### src/rtl/dffrs_ctl.sv
// RN/SN/D driver for a DFFRS_X1 flop bank: synchronizes async set/clear requests into
// exclusive, minimum-width RN/SN pulses followed by a D-hold recovery window. The set path is built only when DFFRS_CTL_SET_EN is defined.
module dffrs_ctl #(
  parameter int SYNC_STAGES  = 2,
  parameter int PULSE_CYC    = 4,
  parameter int RECOVERY_CYC = 2,
  parameter int WIDTH        = 1
) (
  input  logic             CK,
  input  logic             R,
  input  logic             SET_REQ,
  input  logic             CLR_REQ,
  input  logic [WIDTH-1:0] D_IN,
  output logic [WIDTH-1:0] D,
  output logic             RN,
  output logic             SN,
  output logic             BUSY
);

  localparam int MAX_CYC = (PULSE_CYC > RECOVERY_CYC) ? PULSE_CYC : RECOVERY_CYC;
  localparam int CNT_W   = $clog2(MAX_CYC + 1);
  localparam logic [CNT_W-1:0] PULSE_LAST = CNT_W'(PULSE_CYC - 1);
  localparam logic [CNT_W-1:0] REC_LAST   = CNT_W'(RECOVERY_CYC - 1);
  localparam logic [CNT_W-1:0] CNT_MAX    = '1;

  typedef enum logic [1:0] {
    ST_IDLE = 2'd0,
    ST_CLR  = 2'd1,
`ifdef DFFRS_CTL_SET_EN
    ST_SET  = 2'd2,
`endif
    ST_REC  = 2'd3
  } state_t;

  state_t             state_q, state_d;
  logic [CNT_W-1:0]   cnt_q, cnt_d;
  logic               hold_q, hold_d;
  logic               rn_q, rn_d;
  logic               sn_q, sn_d;
  logic               busy_q, busy_d;
  logic [WIDTH-1:0]   d_q, d_d;

  logic [SYNC_STAGES-1:0] clr_sync_q, clr_sync_d;
  logic                   clr_s;

  always_comb begin
    clr_sync_d = {clr_sync_q[SYNC_STAGES-2:0], CLR_REQ};
  end
  assign clr_s = clr_sync_q[SYNC_STAGES-1];

`ifdef DFFRS_CTL_SET_EN
  logic [SYNC_STAGES-1:0] set_sync_q, set_sync_d;
  logic                   set_s;

  always_comb begin
    set_sync_d = {set_sync_q[SYNC_STAGES-2:0], SET_REQ};
  end
  assign set_s = set_sync_q[SYNC_STAGES-1];

  always_ff @(posedge CK or posedge R) begin
    if (R) set_sync_q <= '0;
    else   set_sync_q <= set_sync_d;
  end
`else
  logic unused_set_req;
  assign unused_set_req = SET_REQ;
`endif

  // Next state; the counter restarts whenever the state changes and saturates otherwise.
  always_comb begin
    state_d = state_q;
    hold_d  = hold_q;
    cnt_d   = (cnt_q == CNT_MAX) ? cnt_q : cnt_q + CNT_W'(1);
    case (state_q)
      ST_IDLE: begin
        if (clr_s) state_d = ST_CLR;
`ifdef DFFRS_CTL_SET_EN
        else if (set_s) state_d = ST_SET;
`endif
      end
      ST_CLR: begin
        if (cnt_q >= PULSE_LAST && !clr_s) begin
          state_d = ST_REC;
          hold_d  = 1'b0;
        end
      end
`ifdef DFFRS_CTL_SET_EN
      ST_SET: begin
        // A clear only cuts a set short once the set has met its minimum width.
        if (cnt_q >= PULSE_LAST && (!set_s || clr_s)) begin
          state_d = ST_REC;
          hold_d  = 1'b1;
        end
      end
`endif
      ST_REC: begin
        if (clr_s) state_d = ST_CLR;
`ifdef DFFRS_CTL_SET_EN
        else if (set_s) state_d = ST_SET;
`endif
        else if (cnt_q >= REC_LAST) state_d = ST_IDLE;
      end
      default: state_d = ST_CLR;
    endcase
    if (state_d != state_q) cnt_d = '0;
  end

  // Outputs are decoded from the next state so the pins change on the same edge as the state.
  always_comb begin
    rn_d   = 1'b1;
    sn_d   = 1'b1;
    busy_d = 1'b1;
    d_d    = D_IN;
    case (state_d)
      ST_IDLE: busy_d = 1'b0;
      ST_CLR: begin
        rn_d = 1'b0;
        d_d  = '0;
      end
`ifdef DFFRS_CTL_SET_EN
      ST_SET: begin
        sn_d = 1'b0;
        d_d  = '1;
      end
`endif
      ST_REC:  d_d = {WIDTH{hold_d}};
      default: begin
        rn_d = 1'b0;
        d_d  = '0;
      end
    endcase
  end

  always_ff @(posedge CK or posedge R) begin
    if (R) begin
      state_q    <= ST_CLR;
      cnt_q      <= '0;
      hold_q     <= 1'b0;
      rn_q       <= 1'b0;
      sn_q       <= 1'b1;
      busy_q     <= 1'b1;
      d_q        <= '0;
      clr_sync_q <= '0;
    end else begin
      state_q    <= state_d;
      cnt_q      <= cnt_d;
      hold_q     <= hold_d;
      rn_q       <= rn_d;
      sn_q       <= sn_d;
      busy_q     <= busy_d;
      d_q        <= d_d;
      clr_sync_q <= clr_sync_d;
    end
  end

  assign RN   = rn_q;
  assign SN   = sn_q;
  assign BUSY = busy_q;
  assign D    = d_q;

endmodule

### config.mk
export PLATFORM = sky130hd
export DESIGN_NAME = dffrs_ctl
export DESIGN_NICKNAME = d
export VERILOG_FILES = /design/src/rtl/dffrs_ctl.sv
export SDC_FILE = /design/constraint.sdc
export NUM_CORES = 1
export LEC_CHECK = 0
export CAP_MARGIN = 20
export CORE_AREA = 4 4 41 43
export CTS_CLUSTER_SIZE = 25
export DETAILED_ROUTE_END_ITERATION = 10
export DIE_AREA = 0 0 45 47
export DONT_BUFFER_PORTS = 1
export PLACE_DENSITY = 0.65
export SYNTH_ARGS = -nofsm -noshare
export SYNTH_HDL_FRONTEND = slang
export SYNTH_SLANG_ARGS = --single-unit
### constraint.sdc
create_clock -name CK -period 5.05 [get_ports CK]
set_clock_uncertainty 0.2 [all_clocks]
set_input_delay 0.7575 -clock CK [delete_from_list [all_inputs] [get_ports CK]]
set_output_delay 0.7575 -clock CK [all_outputs]
set_load 0.02 [all_outputs]
==> Implementation_results.wiki <==
{| class="wikitable"
! Metric !! Value
|-
| Number of setup buffers added after CTS || 0
|-
| Maximum achievable frequency || between 400 and 500 MHz
|-
| CP peak stage delay || ~0.44 ns
|-
| Pre-CTS setup slack || around 2.7 ns
|-
| Initial antenna violation count || 0
|-
| Initial standard-cell utilization of the core || a little over two fifths
|-
| Status || finished, final reports clean
|-
| Required @ worst endpoint || roughly 5 ns
|-
| Hold Fails Final Rpt || 0
|-
| Number of primary I/O pins || 9
|-
| Min Clock Period, post-route || 2.30 ns
|-
| Number of buffer cells added on primary ports || 0
|-
| Launching element type of the critical path || flip-flop
|-
| Final cell count without fillers || between 70 and 80
|-
| Final instance area || 608 µm²
|-
| Wirelength per Cell || just over 10 µm
|-
| Maximum net fanout on the critical path || 5
|-
| Total iterations of the first detailed-routing run || 2
|-
| Number of sinks driven by the clock tree || 11
|-
| Final net count || 68
|-
| DRC Markers || 0
|-
| Count of different cell masters after synthesis || 22
|-
| Net count of the mapped netlist || 64
|-
| Count of yosys warnings during synthesis || 0
|-
| # Max-Cap Violations || 0
|-
| FF+latch area || 278 µm²
|-
| Number of vias after detailed routing || 342
|-
| Primary FF master, synth || sky130_fd_sc_hd__dfrtp_1
|-
| Clock root buffer master || sky130_fd_sc_hd__clkbuf_4
|-
| Leakage dissipation || roughly 0.29 nW
|-
| Worst Path Arrival || ~2.3 ns
|-
| Setup WS post-layout || ~2.7 ns
|-
| Slowest cell on crit path || sky130_fd_sc_hd__dfrtp_1
|-
| Kind of end point of the critical path || flip-flop
|-
| Largest delay share family, worst path || simple AND/OR/NAND/NOR gates
|-
| Worst path most repeated cell || sky130_fd_sc_hd__ha_1
|-
| Area growth, synth to finish || 6.81%
|-
| Count of state elements after synthesis || 11
|-
| Path depth of the worst reg2reg path || 7
|-
| Vias per cell || slightly below 5
|-
| Sum of negative setup slack || 0 ns
|-
| Area of the core region || 0.00130 mm²
|-
| Fraction of registers with async set or reset after synthesis || 100%
|-
| Fraction of final layout cells sized beyond drive strength 1 || between 10% and 20%
|-
| Capture point of the worst reg-to-reg path || D$_DFF_PP0_
|-
| Final-report setup violation count || 0
|-
| DIE HEIGHT || about 47 µm
|-
| Die outline area || approximately 0.0021 mm²
|-
| CTS buffer count || 3
|-
| H-tree Lvls || 1
|-
| Global placement routability congestion || between 0.6 and 0.7
|-
| Ordered cell list for the critical path || inv_1, ha_1, nor4_2, nand4b_1, nor2b_1, ha_1, o31ai_2
|-
| Wire length reported by the detailed router || ~740 µm
|-
| Buffers plus inverters on the worst setup path || 1
|-
| Most frequent standard cell in the layout excluding fill and tap cells || sky130_fd_sc_hd__dfrtp_1
|-
| Filler cell count in the final layout || 128
|-
| Total GRT Usage || between 8 and 9%
|-
| Post-CTS sizing || 0
|-
| CTS tree || built
|-
| Count of antenna-violating nets left after detailed routing || 0
|-
| Multi-input gate area || 262 µm²
|-
| Kind of path behind the tightest hold check || input port to asynchronous set/reset pin
|-
| Floorplan die width || between 40 and 50 µm
|-
| Number of placed instances with taps included || between 60 and 70
|-
| Standard cell area after detailed placement || slightly below 600 µm²
|-
| Path type of the worst setup path || flip-flop to flip-flop
|-
| Placed wire-length estimate after detailed placement || slightly above 600 µm
|-
| Clock transition at the registers of the reported paths || about 0.07 ns
|-
| Most frequent cells in the layout || sky130_fd_sc_hd__dfrtp_1, sky130_fd_sc_hd__inv_1, sky130_fd_sc_hd__ha_1, sky130_fd_sc_hd__a21oi_1, sky130_fd_sc_hd__nand2b_1
|-
| Count of flip-flops with a built-in enable after synthesis || 0
|-
| Pins Over Slew Limit || 0
|-
| Sequential area share after synthesis || between 40% and 50%
|-
| Max IR drop VDD || 279 µV
|-
| Final critical-path share of the clock period || roughly 46%
|-
| Clock insertion delay at the later pin of the skew report || roughly 0.27 ns
|-
| Maximum number of pins on one net before global-route repair || 12
|-
| Setup repair after global routing missed its margin || no
|-
| Std cell rows || 13
|-
| Power per Cell Area || roughly 530 mW/mm²
|-
| Starting DRT DRC Count || 1
|-
| First-pass GRT wire length || approximately 1200 µm
|-
| Critical R2R Launch || cnt_q[1]$_DFFE_PP0P_
|-
| # diodes || 0
|-
| Count of mapped cells out of synthesis || 53
|-
| Hold Buf Count CTS || 0
|-
| Register-to-register setup slack || 2.75 ns
|-
| Vias in the first global route || ~300
|-
| Synthesized area || ~570 µm²
|-
| Maximum buffer depth of the clock tree || 2
|-
| Average instance area after synthesis || roughly 11 µm²
|-
| GRT Residual Overflow || 0
|}
metal layers:
metal | share of wire [%] | GRT usage [%] | wire, µm
met2 | 50 | 14.1 | 368
met3 | 5.3 | 5.75 | 39
met4 | 0 | 5.26 | 0
met5 | 0 | 0 | 0
met1 | 45 | 8.98 | 330
Yosys cell counts (2+ instances only):
library cell	number	area, µm²
sky130_fd_sc_hd__a21oi_1	5	25.0
sky130_fd_sc_hd__dfrtp_1	9	225
sky130_fd_sc_hd__dfstp_2	2	52.6
sky130_fd_sc_hd__ha_1	6	75.1
sky130_fd_sc_hd__inv_1	6	22.5
sky130_fd_sc_hd__nand2_1	2	7.51
sky130_fd_sc_hd__nand2b_1	4	25.0
sky130_fd_sc_hd__nor2_1	2	7.51
sky130_fd_sc_hd__nor2b_1	3	18.8
sky130_fd_sc_hd__o21ai_0	2	10.0
layout make-up:
| class | count | share of cell area (%) |
|---|---|---|
| clock inverters | 1 | 0.823 |
| flip-flops and latches | 11 | 45.7 |
| well taps | 15 | 3.09 |
| inverters | 6 | 3.70 |
| multi-input cells | 35 | 43.0 |
| clock buffers | 3 | 3.70 |
where the power goes:
part / total (W) / internal (W) / switching, W
logic: 0.000113 / 0.0000518 / 0.0000612
clock network: 0.0000577 / 0.0000293 / 0.0000284
registers: 0.000151 / 0.000117 / 0.0000343
worst max-delay path by stage:
stage	cells past startpoint	from	endpoint
floorplan	6	cnt_q[0]$_DFFE_PP0P_	D$_DFF_PP0_
global placement	7	cnt_q[1]$_DFFE_PP0P_	D$_DFF_PP0_
detailed placement	7	cnt_q[1]$_DFFE_PP0P_	D$_DFF_PP0_
CTS	7	cnt_q[1]$_DFFE_PP0P_	D$_DFF_PP0_
global route	7	cnt_q[1]$_DFFE_PP0P_	D$_DFF_PP0_
finish	7	cnt_q[1]$_DFFE_PP0P_	D$_DFF_PP0_
stage by stage:
stage                     hold slack [ns]  total power, W  util (%)
final                               0.149        0.000322      46.7
after global routing                0.160        0.000354      46.7
after CTS                           0.158        0.000328      46.7
after detailed placement            0.143        0.000268      44.6
after global placement              0.133        0.000267      44.6
after floorplan                     0.131        0.000246         -
flip-flops by register name (all words and copies together), names as in the netlist:
name        flops
cnt_q           3
clr_sync_q      2
state_q         2
BUSY            1
D               1
RN              1
hold_q          1
kinds of logic after synthesis:
group                      Yosys count  share of synthesized area, %
and+or+nand+nor                     17                          18.7
buffers and inverters                7                          5.27
adders and majority gates            6                          13.2
DFF                                 11                          48.8
xor gates and xnor gates             1                          1.54
AOI/OAI and AO/OA                   10                          11.9
other                                1                         0.659
Power figures use the tool's default switching activity.
